==> config.mk <==
export PLATFORM = sky130hd
export DESIGN_NAME = costas_gear_ctrl
export DESIGN_NICKNAME = d
export VERILOG_FILES = /design/src/rtl/costas_gear_ctrl.sv
export SDC_FILE = /design/constraint.sdc
export NUM_CORES = 1
export LEC_CHECK = 0
export ABC_AREA = 1
export CAP_MARGIN = 10
export CORE_UTILIZATION = 40
export CTS_CLUSTER_SIZE = 25
export DETAILED_ROUTE_END_ITERATION = 8
export GPL_TIMING_DRIVEN = 0
export PLACE_DENSITY = 0.68
export SETUP_SLACK_MARGIN = 0.3
export SLEW_MARGIN = 20
export SYNTH_ARGS = -nofsm -noshare
export SYNTH_HDL_FRONTEND = slang
export SYNTH_SLANG_ARGS = --single-unit
==> constraint.sdc <==
create_clock -name clk_16M384 -period 5.5 [get_ports clk_16M384]
set_input_delay 1.1 -clock clk_16M384 [delete_from_list [all_inputs] [get_ports clk_16M384]]
set_output_delay 1.1 -clock clk_16M384 [all_outputs]
set_load 0.01 [all_outputs]
==> src/rtl/costas_gear_ctrl.sv <==
// costas_gear_ctrl
//   Gear-shift controller for a Costas carrier loop and a Gardner timing loop.
//   It averages |phase error| over windows of 2^WIN_LOG2 accepted samples and
//   steps an IDLE / ACQ / TRACK / HOLD state machine from the per-window
//   good/bad decision. It selects wide (acquisition) or narrow (tracking)
//   loop-gain shifts from the resulting state.
//
// Ports
//   clk_16M384       in   single clock, rising edge
//   rst_n_16M384     in   asynchronous active-low reset, released synchronously
//   enable           in   run the controller when high
//   MODE_CTRL[3:0]   in   one-hot modulation mode (0001 BPSK, 0010 QPSK, 0100 MIX)
//   feedback_tdata   in   signed 16-bit Costas phase-error sample
//   feedback_tvalid  in   feedback_tdata valid this cycle
//   FEEDBACK_SHIFT   out  Costas loop gain shift (registered)
//   GARDNER_SHIFT    out  Gardner loop gain shift (registered)
//   locked           out  high in TRACK and HOLD (registered)
//   state[1:0]       out  IDLE=0, ACQ=1, TRACK=2, HOLD=3 (registered)
//   win_done         out  one-cycle pulse per completed window decision
module costas_gear_ctrl #(
    parameter int         WIN_LOG2     = 4,
    parameter int         LOCK_THRESH  = 128,
    parameter int         LOCK_COUNT   = 8,
    parameter int         UNLOCK_COUNT = 4,
    parameter logic [3:0] ACQ_FB_SHIFT = 4'd0,
    parameter logic [3:0] ACQ_GD_SHIFT = 4'd3,
    parameter logic [3:0] TRK_FB_SHIFT = 4'd2,
    parameter logic [3:0] TRK_GD_SHIFT = 4'd5
) (
    input  logic        clk_16M384,
    input  logic        rst_n_16M384,
    input  logic        enable,
    input  logic [3:0]  MODE_CTRL,
    input  logic [15:0] feedback_tdata,
    input  logic        feedback_tvalid,
    output logic [3:0]  FEEDBACK_SHIFT,
    output logic [3:0]  GARDNER_SHIFT,
    output logic        locked,
    output logic [1:0]  state,
    output logic        win_done
);

    localparam int ACC_W = 16 + WIN_LOG2;
    localparam int GW    = $clog2(LOCK_COUNT + 1);
    localparam int BW    = $clog2(UNLOCK_COUNT + 1);

    typedef enum logic [1:0] {
        ST_IDLE  = 2'd0,
        ST_ACQ   = 2'd1,
        ST_TRACK = 2'd2,
        ST_HOLD  = 2'd3
    } state_t;

    // |x| with the single unrepresentable magnitude clamped to 32767.
    function automatic logic [15:0] sat_abs(input logic signed [15:0] x);
        logic [15:0] r;
        if (x == 16'sh8000) begin
            r = 16'h7fff;
        end else if (x[15]) begin
            r = 16'(-x);
        end else begin
            r = 16'(x);
        end
        return r;
    endfunction

    state_t             state_q, state_d;
    logic [ACC_W-1:0]   acc_q, acc_d;
    logic [WIN_LOG2-1:0] cnt_q, cnt_d;
    logic [GW-1:0]      good_cnt_q, good_cnt_d;
    logic [BW-1:0]      bad_cnt_q, bad_cnt_d;
    logic [3:0]         mode_q, mode_d;
    logic [3:0]         fb_shift_q, fb_shift_d;
    logic [3:0]         gd_shift_q, gd_shift_d;
    logic               locked_q, locked_d;
    logic               win_done_q, win_done_d;
    logic               rel_q;

    logic [15:0]        sample_abs;
    logic [ACC_W-1:0]   sum;
    logic [ACC_W-1:0]   mean;
    logic               good;
    logic               win_end;
    logic               mode_onehot;
    logic               mode_chg;

    assign sample_abs  = sat_abs(feedback_tdata);
    assign sum         = acc_q + ACC_W'(sample_abs);
    assign mean        = sum >> WIN_LOG2;
    assign good        = (mean < ACC_W'(LOCK_THRESH));
    assign win_end     = feedback_tvalid && (cnt_q == '1);
    assign mode_onehot = (MODE_CTRL != 4'd0) && ((MODE_CTRL & (MODE_CTRL - 4'd1)) == 4'd0);
    // A non-one-hot mode counts as a change on every cycle it persists, which
    // pins the controller in ACQ with the window continually restarted.
    assign mode_chg    = (MODE_CTRL != mode_q) || !mode_onehot;

    // Reset release is retimed through rel_q; the controller register forms the
    // second stage, so the first state change lands on the second rising edge
    // after rst_n_16M384 deasserts.
    always_ff @(posedge clk_16M384 or negedge rst_n_16M384) begin
        if (!rst_n_16M384) begin
            rel_q <= 1'b0;
        end else begin
            rel_q <= 1'b1;
        end
    end

    always_comb begin
        state_d    = state_q;
        acc_d      = acc_q;
        cnt_d      = cnt_q;
        good_cnt_d = good_cnt_q;
        bad_cnt_d  = bad_cnt_q;
        mode_d     = MODE_CTRL;
        win_done_d = 1'b0;

        if (!rel_q) begin
            // still leaving reset: hold everything at its reset value
        end else if (!enable) begin
            state_d    = ST_IDLE;
            acc_d      = '0;
            cnt_d      = '0;
            good_cnt_d = '0;
            bad_cnt_d  = '0;
        end else if (state_q == ST_IDLE || mode_chg) begin
            // Both enable-from-idle and a mode change restart acquisition from
            // a clean window and discard any decision due this cycle.
            state_d    = ST_ACQ;
            acc_d      = '0;
            cnt_d      = '0;
            good_cnt_d = '0;
            bad_cnt_d  = '0;
        end else if (feedback_tvalid) begin
            acc_d = sum;
            cnt_d = cnt_q + WIN_LOG2'(1);
            if (win_end) begin
                acc_d      = '0;
                cnt_d      = '0;
                win_done_d = 1'b1;
                case (state_q)
                    ST_ACQ: begin
                        if (good) begin
                            if (good_cnt_q == GW'(LOCK_COUNT - 1)) begin
                                state_d    = ST_TRACK;
                                good_cnt_d = '0;
                            end else begin
                                good_cnt_d = good_cnt_q + GW'(1);
                            end
                        end else begin
                            good_cnt_d = '0;
                        end
                    end
                    ST_TRACK: begin
                        if (!good) begin
                            state_d   = ST_HOLD;
                            bad_cnt_d = BW'(1);
                        end
                    end
                    ST_HOLD: begin
                        if (good) begin
                            state_d   = ST_TRACK;
                            bad_cnt_d = '0;
                        end else if (bad_cnt_q == BW'(UNLOCK_COUNT - 1)) begin
                            state_d   = ST_ACQ;
                            bad_cnt_d = '0;
                        end else begin
                            bad_cnt_d = bad_cnt_q + BW'(1);
                        end
                    end
                    default: begin
                    end
                endcase
            end
        end

        if (state_d == ST_TRACK || state_d == ST_HOLD) begin
            fb_shift_d = TRK_FB_SHIFT;
            gd_shift_d = TRK_GD_SHIFT;
            locked_d   = 1'b1;
        end else begin
            fb_shift_d = ACQ_FB_SHIFT;
            gd_shift_d = ACQ_GD_SHIFT;
            locked_d   = 1'b0;
        end
    end

    always_ff @(posedge clk_16M384 or negedge rst_n_16M384) begin
        if (!rst_n_16M384) begin
            state_q    <= ST_IDLE;
            acc_q      <= '0;
            cnt_q      <= '0;
            good_cnt_q <= '0;
            bad_cnt_q  <= '0;
            mode_q     <= '0;
            fb_shift_q <= ACQ_FB_SHIFT;
            gd_shift_q <= ACQ_GD_SHIFT;
            locked_q   <= 1'b0;
            win_done_q <= 1'b0;
        end else begin
            state_q    <= state_d;
            acc_q      <= acc_d;
            cnt_q      <= cnt_d;
            good_cnt_q <= good_cnt_d;
            bad_cnt_q  <= bad_cnt_d;
            mode_q     <= mode_d;
            fb_shift_q <= fb_shift_d;
            gd_shift_q <= gd_shift_d;
            locked_q   <= locked_d;
            win_done_q <= win_done_d;
        end
    end

    assign state          = state_q;
    assign FEEDBACK_SHIFT = fb_shift_q;
    assign GARDNER_SHIFT  = gd_shift_q;
    assign locked         = locked_q;
    assign win_done       = win_done_q;

endmodule
==> metrics.md, run 1 <==
| Metric | Value |
|---|---|
| Status | finished with violations |
| Failing checks | DRC |
| Critical Path Fanout Max | 10 |
| Fillers | 898 |
| Crit. End Element | register |
| Clk pwr share | roughly a third |
| Hold WC Path Type | reg -> reg |
| Root Driver | clkbuf_8 |
| PnR worst setup slack | 653 ps |
| Hold slack | 495 ps |
| Clock Latency Late Sink | ~300 ps |
| Clk buf depth | 2 |
| DR WL met3 | around 280 um |
| Share of layout cells above drive strength 1 | between 10% and 20% |
| Clock slew at reported path FFs | 80 ps |
| Vias/cell | approximately 5 |
| Sum Neg Setup Slack | 0 ps |
| Cell variety after synth | 44 |
| Die height | between 90 and 100 um |
| Final min period | ~4800 ps |
| Register area share after synthesis | roughly 28% |
| Peak VDD IR | a little over 0.08 mV |
| Static Leak | ~2.3 nW |
| Die extent in x | a little under 100 um |
| Vias in the first global route | between 3k and 4k |
| Drt pass-1 iters | 6 |
| Antenna-violating nets left | 0 |
| First-pass GRT wire length | around 15000 um |
| Clk_skew | 6.21 ps |
| Crit path max-delay family | simple AND/OR/NAND/NOR gates |
| Slew Limit Fails | 0 |
| Sw Pwr | between 0.0002 and 0.00025 W |
| Met1 WL | between 4000 and 5000 um |
| Starting Density | approximately two fifths |
| Metal2 WL | 4020 um |
| Buf/Inv on CP | 6 |
| DP Worst Slack | 249 ps |
| Crit share post-route | roughly nine tenths |
| Startpoint class of the critical path | primary input |
| Initial antenna violation count | 0 |
| HPWL Detailed | roughly 7000 um |
| DRC Markers | 6 |
| Area Growth Syn to Fin | 15.4% |
| Ys Warns | 0 |
| Nets | about 650 |
| Sequential share of power | 46.5% |
| Flops & latches, synth | 41 |
| Hold buffers post-CTS | 0 |
| Std-Cell Rows | 34 |
| Cell with the largest stage delay on the worst path | clkdlybuf4s50_1 |
| Synth Cell Area | 3690 um^2 |
| Detailed-route wire length | about 9000 um |
| CTS tree | yes |
| Max incr delay on CP | between 400 and 500 ps |
| RSZ-0062 raised after global routing | false |
| Tot GR Track Use | ~19% |
| Combinational cell fraction of total power | a little over a fifth |
| ANT cells | 0 |
| Largest net degree at the start of global routing | 28 |
| Req. time, crit path | between 5000 and 6000 ps |
| Crit path top cell by count | nand2_1 |
| Syn Area/Cell | around 6.6 um^2 |
| Die area | around 9600 um^2 |
| Vias post-DR | 3470 |
| Top layer in use | met4 |
| DR iter-0 viols | between 150 and 200 |
| CTS Sinks | between 40 and 50 |
| Switching Fraction | a little under a third |
| WP data arrival | between 5000 and 6000 ps |
| Power Dens Cells | about 160 nW/um^2 |
| H-tree depth | 2 |
| Internal Pwr Total | about 0.00046 W |
| Global route overflow | 0 |
| Num CTS Buffers | 5 |
| Fmax | roughly 210 MHz |
| Final setup fails | 0 |
| Hold Violations, Final | 0 |
| Routed wire length per instance | around 12 um |
| Worst Path Class, Setup | in -> reg |
| Input/output buffers | 30 |
| Core outline area | 8810 um^2 |
| I/O pins | 36 |
| Maxcap violations | 0 |
| Gpl congestion | approximately 0.9 |
| Synthesized instance count | about 560 |
==> registers in the layout (all words and copies together), names as in the netlist <==
register,flops
rel_q,1
acc_q,20
GARDNER_SHIFT,2
win_done,1
good_cnt_q,4
bad_cnt_q,3
mode_q,4
cnt_q,4
state,2
==> path summary, 6_finish.rpt <==
path | slack [ps] | endpoint | start | depth (start not counted)
hold reg to reg | 490 | bad_cnt_q[1] | bad_cnt_q[1] | 2
min in group asynchronous | 710 | acc_q[8] | rst_n_16M384 | 1
max in group asynchronous | 4230 | GARDNER_SHIFT[1] | rst_n_16M384 | 2
setup / recovery | 650 | bad_cnt_q[0] | feedback_tdata[0] | 27
setup reg to reg | 2940 | bad_cnt_q[0] | acc_q[0] | 17
hold / removal | 490 | bad_cnt_q[1] | bad_cnt_q[1] | 2
==> metrics by stage <==
step	std cells	total power, W	instance area [um^2]	utilization [%]
after floorplan	563	0.000406	3700	-
after global routing	710	0.000708	4260	48.3
after detailed placement	702	0.000457	4150	47.2
after CTS	710	0.000680	4250	48.3
after global placement	701	0.000453	4140	47.0
final	710	0.000669	4260	48.3
==> cell usage in the layout (no fill, tap or decap), types with 5 or more instances in the layout <==
cell             Yosys  layout
clkdlybuf4s50_1      0      29
o21ai_2              6       6
conb_1               2       6
dfrtp_1             40      40
nand3_1             31      31
nand2_1            175     175
nor2_2               8       8
o21ai_0             22      22
inv_1               87      87
buf_4                8       8
clkbuf_8             0       6
ha_1                22      22
a21oi_1             14      14
nand2_2             11      11
xnor2_1             12      12
nand4_1              5       5
nor2_1              46      46
inv_2                8       8
nor3_1              12      12
nand3b_1             6       6
==> power by group through the flow <==
stage / registers (W) / clock network (W) / logic, W
2_1_floorplan: 0.000316 / 0 / 0.0000893
3_3_place_gp: 0.000317 / 0 / 0.000136
3_5_place_dp: 0.000317 / 0 / 0.000140
4_1_cts: 0.000311 / 0.000228 / 0.000141
5_1_grt: 0.000312 / 0.000236 / 0.000160
6_report: 0.000311 / 0.000216 / 0.000141
==> what timing repair did <==
item	in CTS	in global routing
setup endpoints to repair	0	3
gates resized for setup	0	1
setup buffers	0	0
==> worst reg2reg max path, delay by kind of cell (launching register included) <==
family / cells / cell delay [ps]
adders and majority gates: 2 / 590
and+or+nand+nor: 12 / 1140
DFF: 1 / 360
buffers and inverters: 2 / 100
AOI/OAI and AO/OA: 1 / 290
==> synth_stat cells, drive strengths merged <==
cell / n / area, um^2
ha: 22 / 275
nand3b: 6 / 45.0
xnor2: 12 / 105
o22ai: 4 / 50.1
nor3: 13 / 76.3
a21oi: 14 / 70.1
clkinv: 1 / 5.00
a21boi: 1 / 7.51
and2: 1 / 6.26
o21ai: 33 / 199
inv: 95 / 357
o21bai: 2 / 15.0
o2111ai: 1 / 8.76
nor4: 1 / 6.26
dfstp: 1 / 26.3
nand4: 5 / 31.3
fa: 1 / 20.0
a22o: 4 / 35.0
dfrtp: 40 / 1000
conb: 2 / 7.51
nor3b: 1 / 7.51
xor2: 3 / 26.3
nand3: 34 / 193
or2: 5 / 31.3
nand2: 187 / 737
o41ai: 1 / 8.76
nor2: 56 / 245
buf: 10 / 76.3
clkbuf: 2 / 7.51
a21o: 1 / 7.51
==> cell type report <==
cell class	count	area [um^2]	area share, %
multi-input combinational	414	2240	52.5
sequential	41	1030	24.1
inverter	96	362	8.50
timing repair buffer	31	315	7.41
tap	108	135	3.18
buffer	12	83.8	1.97
clock buffer	6	82.6	1.94
clock inverter	2	13.8	0.323
==> routing by layer <==
layer / GRT usage (%) / vias up
li1: - / 1824
met1: 26.3 / 1596
met2: 33.0 / 40
met3: 2.29 / 10
met4: 4.78 / 0
met5: 0 / -
==> logic make-up after synthesis <==
kind of cell,count (synthesis),share of synthesized area (%)
simple gates,309,37.4
buf+inv,108,12.1
compound gates,61,10.9
flops,41,27.9
fa+ha+maj,23,8.01
xor+xnor,15,3.56
other cells,2,0.204
No activity file was read; power rests on OpenSTA's default activity.
==> run 2: changes to the inputs <==
--- a/config.mk
+++ b/config.mk
@@ -7,11 +7,13 @@
 export LEC_CHECK = 0
 export ABC_AREA = 1
 export CAP_MARGIN = 10
-export CORE_UTILIZATION = 40
+export CORE_UTILIZATION = 28
+export CTS_BUF_LIST = sky130_fd_sc_hd__clkbuf_8
 export CTS_CLUSTER_SIZE = 25
 export DETAILED_ROUTE_END_ITERATION = 8
 export GPL_TIMING_DRIVEN = 0
-export PLACE_DENSITY = 0.68
+export HOLD_SLACK_MARGIN = 0.06
+export PLACE_DENSITY = 0.54
 export SETUP_SLACK_MARGIN = 0.3
 export SLEW_MARGIN = 20
 export SYNTH_ARGS = -nofsm -noshare
==> metrics.md, run 2 (synthesis gave the netlist of run 1 again) <==
| Metric | Value |
|---|---|
| CTS Sinks | 41 |
| Cell Count, Final, Fillers Out | between 700 and 800 |
| Root Driver | clkbuf_8 |
| Worst Path Class, Setup | in -> reg |
| Vias in the first global route | around 3.3k |
| ANT cells | 0 |
| Share of layout cells above drive strength 1 | 12.0% |
| Clock Latency Late Sink | about 300 ps |
| I/O pins | 36 |
| Number of flip-flops in the largest register | 20 |
| Routed wire length per instance | between 10 and 15 um |
| CTS tree | yes |
| Most frequent cells in the layout | nand2_1 (175), inv_1 (87), nor2_1 (46) |
| Tot GR Track Use | between 10% and 20% |
| Power Dens Cells | 155 nW/um^2 |
| Std-Cell Rows | 41 |
| Crit path top cell by count | nand2_1 |
| Gpl congestion | between 0.8 and 0.9 |
| Final min period | 4770 ps |
| Status | finished clean |
| Static Leak | ~2.3 nW |
| Num CTS Buffers | 5 |
| HPWL Detailed | 7270 um |
| RSZ-0062 raised after global routing | false |
| Clock slew at reported path FFs | ~80 ps |
| Reg with most FFs | acc_q |
| Req. time, crit path | about 5700 ps |
| Cell with the largest stage delay on the worst path | clkdlybuf4s50_1 |
| Area Growth Syn to Fin | 17.8% |
| Die area | 13600 um^2 |
| Maxcap violations | 0 |
| Core outline area | 12700 um^2 |
| First-pass GRT wire length | between 15000 and 20000 um |
| Vias post-DR | approximately 3.4k |
| Buf/Inv on CP | 4 |
| Total Power | 0.000673 W |
| Crit. End Element | register |
| Die extent in x | ~120 um |
| DRC Markers | 0 |
| Starting Density | 29.0% |
| Clk_skew | 7.91 ps |
| Drt pass-1 iters | 4 |
| Global route overflow | 0 |
| Final setup fails | 0 |
| Slew Limit Fails | 0 |
| Detailed-route wire length | between 8000 and 9000 um |
| Post-layout util | 34.1% |
| Clk buf depth | 2 |
| Peak VDD IR | 0.0935 mV |
| Sum Neg Setup Slack | 0 ps |
| Max incr delay on CP | roughly 500 ps |
| Setup bufs post-CTS | 0 |
| Input/output buffers | 30 |
| H-tree depth | 2 |
| DR iter-0 viols | slightly above 200 |
| Antenna-violating nets left | 0 |
| Die height | between 100 and 150 um |
| Initial antenna violation count | 0 |
| Vias/cell | around 4.4 |
| Crit share post-route | between 80% and 90% |
| Placed instance count | ~770 |
| WP data arrival | between 4000 and 5000 ps |
| Hold Violations, Final | 0 |
| Commonest non-fill, non-tap cell in the layout | nand2_1 |
| Hold WC Path Type | reg -> reg |
| Hold slack | between 400 and 500 ps |
| Crit path max-delay family | simple AND/OR/NAND/NOR gates |
| Nets | 648 |
| Startpoint class of the critical path | primary input |
| Fmax | about 210 MHz |
| Critical Path Fanout Max | 8 |
| Largest net degree at the start of global routing | 24 |
==> run 2: cell counts in the layout (fill, tap and decap cells not counted) <==
No cell type changed its count.
==> run 2: metal layers <==
| layer | part of all wire [%] | wire length (um) | track usage (%) | vias to the layer above |
|---|---|---|---|---|
| li1 | - | - | - | 1825 |
| met2 | 45 | 3980 | 23.7 | 35 |
| met5 | 0 | 0 | 0 | - |
| met3 | 3.9 | 347 | 1.30 | 5 |
| met4 | 0.74 | 65 | 2.87 | 0 |
| met1 | 50 | 4400 | 19.6 | 1540 |
==> run 2: final timing paths <==
path | from | cells past startpoint | end | slack [ps]
max in group asynchronous | rst_n_16M384 | 2 | acc_q[6] | 4270
min | bad_cnt_q[2] | 2 | bad_cnt_q[2] | 500
min reg2reg | bad_cnt_q[2] | 2 | bad_cnt_q[2] | 500
min in group asynchronous | rst_n_16M384 | 1 | mode_q[2] | 740
max | feedback_tdata[2] | 26 | bad_cnt_q[1] | 730
max reg2reg | acc_q[2] | 18 | bad_cnt_q[1] | 2980
==> run 2: area by class of cell <==
class                           instances  area [um^2]
Sequential cell                        41         1030
Clock inverter                          2         13.8
Buffer                                 12         83.8
Multi-Input combinational cell        414         2240
Clock buffer                            6         82.6
Timing Repair Buffer                   31          315
Fill cell                            1402         8380
Tap cell                              172          215
Inverter                               96          362
==> run 2: metrics by stage <==
step	setup slack, ps	cell area, um^2
2_1_floorplan	1450	3700
3_3_place_gp	297	4220
3_5_place_dp	188	4230
4_1_cts	505	4330
5_1_grt	307	4340
6_report	733	4340
==> run 2: power by group <==
group	switching, W	internal, W	total [W]
combinational	0.0000843	0.0000563	0.000141
sequential	0.00000473	0.000306	0.000311
clock	0.000119	0.000102	0.000221
total	0.000208	0.000465	0.000673
==> run 2: timing repair <==
action,4_1_cts,5_1_grt
gates resized for setup,0,2
hold buffers,0,0
hold endpoints to repair,0,0
endpoints found under the setup margin,0,11
==> run 2: worst min-delay path, stage by stage (launching register included) <==
cell and delay, ps:
dfrtp_1 370, nand2_1 60, inv_1 40
==> run 3: changes to the inputs <==
==> constraint.sdc (replaced) <==
create_clock -name clk_16M384 -period 5.2 [get_ports clk_16M384]
set_input_delay 1.04 -clock clk_16M384 [delete_from_list [all_inputs] [get_ports clk_16M384]]
set_output_delay 1.04 -clock clk_16M384 [all_outputs]
set_load 0.01 [all_outputs]
==> metrics.md, run 3 (synthesis gave the netlist of run 1 again) <==
| Metric | Value |
|---|---|
| Tot GR Track Use | approximately 14% |
| Crit path top cell by count | nand2_1 |
| Root Driver | clkbuf_8 |
| Detailed-route wire length | between 8000 and 9000 um |
| Design area | between 4000 and 5000 um^2 |
| ANT cells | 0 |
| Worst Path Class, Setup | in -> reg |
| Switching Fraction | 31.0% |
| Die area | 13600 um^2 |
| Seq. cell area | between 1000 and 1500 um^2 |
| I/O pins | 36 |
| DRC Markers | 0 |
| Final setup fails | 0 |
| Internal Pwr Total | between 0.0004 and 0.0005 W |
| Clk_skew | roughly 7.2 ps |
| Slew Limit Fails | 0 |
| Peak VDD IR | just under 0.1 mV |
| Hold slack | between 400 and 500 ps |
| RSZ-0062 raised after global routing | false |
| Number of flip-flops in the largest register | 20 |
| Sw Pwr | roughly 0.00022 W |
| Commonest non-fill, non-tap cell in the layout | nand2_1 |
| Critical Path Fanout Max | 10 |
| Placed instance count | ~770 |
| CTS tree | yes |
| Initial antenna violation count | 0 |
| Clk buf depth | 2 |
| Fillers | ~1.4k |
| Fmax | 222 MHz |
| Num CTS Buffers | 5 |
| Crit path max-delay family | simple AND/OR/NAND/NOR gates |
| Met2 usage | a little under a quarter |
| Power Dens Cells | around 160 nW/um^2 |
| Drt pass-1 iters | 4 |
| Most crowded layer after global routing | met2 |
| Maxcap violations | 0 |
| Crit. End Element | register |
| Cell with the largest stage delay on the worst path | clkdlybuf4s50_1 |
| Buf/Inv on CP | 6 |
| Met1 Track Usage GR | 19.6% |
| Max incr delay on CP | roughly 430 ps |
| Reg with most FFs | acc_q |
| Core outline area | approximately 13000 um^2 |
| Input/output buffers | 30 |
| Status | finished clean |
| WP data arrival | 4710 ps |
| Hold WC Path Type | reg -> reg |
| Share of layout cells above drive strength 1 | between 10% and 20% |
| Req. time, crit path | 5390 ps |
| Final min period | ~4500 ps |
| Crit share post-route | 86.8% |
| Vias/cell | ~4.4 |
| Hold Violations, Final | 0 |
| H-tree depth | 2 |
| First-pass GRT wire length | between 15000 and 20000 um |
| Routed wire length per instance | 11.4 um |
| Cell Count, Final, Fillers Out | 774 |
| Global route overflow | 0 |
| Static Leak | 2.27 nW |
| Die extent in x | 117 um |
| Placed cell area | approximately 4200 um^2 |
| Area of the multi-input gates | roughly 2300 um^2 |
| Startpoint class of the critical path | primary input |
| Vias in the first global route | 3307 |
| Largest net degree at the start of global routing | 24 |
| Nets | 648 |
| HPWL Detailed | about 7300 um |
| Antenna-violating nets left | 0 |
| Hold buffers post-CTS | 0 |
| Die height | roughly 120 um |
| Gpl congestion | 0.851 |
| Most frequent cells in the layout | nand2_1 (175), inv_1 (87), nor2_1 (46) |
| Met3 usage | under 10% |
| Starting Density | between 20% and 30% |
| Vias post-DR | between 3k and 4k |
| Sequential share of power | a little under half |
| CTS Sinks | a little over 40 |
| Clock Latency Late Sink | ~300 ps |
| Combinational cell fraction of total power | a little over a fifth |
| Std-Cell Rows | a little over 40 |
| Clk pwr share | roughly 33% |
| Clock slew at reported path FFs | ~80 ps |
| Area Growth Syn to Fin | 18.2% |
| DR iter-0 viols | a little over 200 |
[run 3: cell count changes in the layout (fill, tap and decap cells not counted), sizes merged]
cell | previous run | this run
buf | 12 | 13
clkbuf | 8 | 7
[run 3: repair_timing]
item	in CTS	in global routing
resized for setup	1	7
setup endpoints to repair	2	11
buffers inserted	0	0
[run 3: worst min-delay path, cell delays in order, from the launching register on]
cell     delay [ps]
dfrtp_1         370
nand2_1          60
inv_1            40
[run 3: worst paths after layout]
kind                                   startpoint           end  slack, ps  cells after the start
min in group asynchronous            rst_n_16M384     mode_q[2]        680                      1
worst min register to register       bad_cnt_q[2]  bad_cnt_q[2]        500                      2
max in group asynchronous            rst_n_16M384      acc_q[6]       4030                      2
worst max-delay path            feedback_tdata[1]  bad_cnt_q[1]        690                     27
worst min-delay path                 bad_cnt_q[2]  bad_cnt_q[2]        500                      2
worst max register to register           acc_q[2]  bad_cnt_q[1]       2660                     18
[run 3: final cells by class]
type	instances	area share (%)
clock buffer	6	1.89
sequential	41	23.6
inverter	96	8.30
timing repair buffer	31	7.23
buffer	12	1.95
multi-input combinational	414	51.8
clock inverter	2	0.316
tap	172	4.94
[run 3: per-stage QoR]
step | utilization [%] | setup WS [ps] | TNS (ps) | power [W]
after floorplan | - | 1210 | 0 | 0.000429
final | 34.3 | 686 | 0 | 0.000712
after detailed placement | 33.3 | -52.2 | -98.4 | 0.000484
after global routing | 34.3 | 278 | 0 | 0.000752
after global placement | 33.2 | 57.3 | 0 | 0.000481
after CTS | 34.1 | 462 | 0 | 0.000719
[run 3: per-layer routing]
layer / wire [um] / vias up
li1: - / 1825
met1: 4380 / 1549
met2: 4010 / 34
met3: 340 / 5
met4: 65 / 0
met5: 0 / -
[run 3: power by group through the flow]
stage | clock network (W) | logic, W | registers, W
2_1_floorplan | 0 | 0.0000945 | 0.000334
5_1_grt | 0.000254 | 0.000168 | 0.000329
4_1_cts | 0.000241 | 0.000150 | 0.000329
6_report | 0.000234 | 0.000149 | 0.000329
3_3_place_gp | 0 | 0.000146 | 0.000335
3_5_place_dp | 0 | 0.000149 | 0.000335
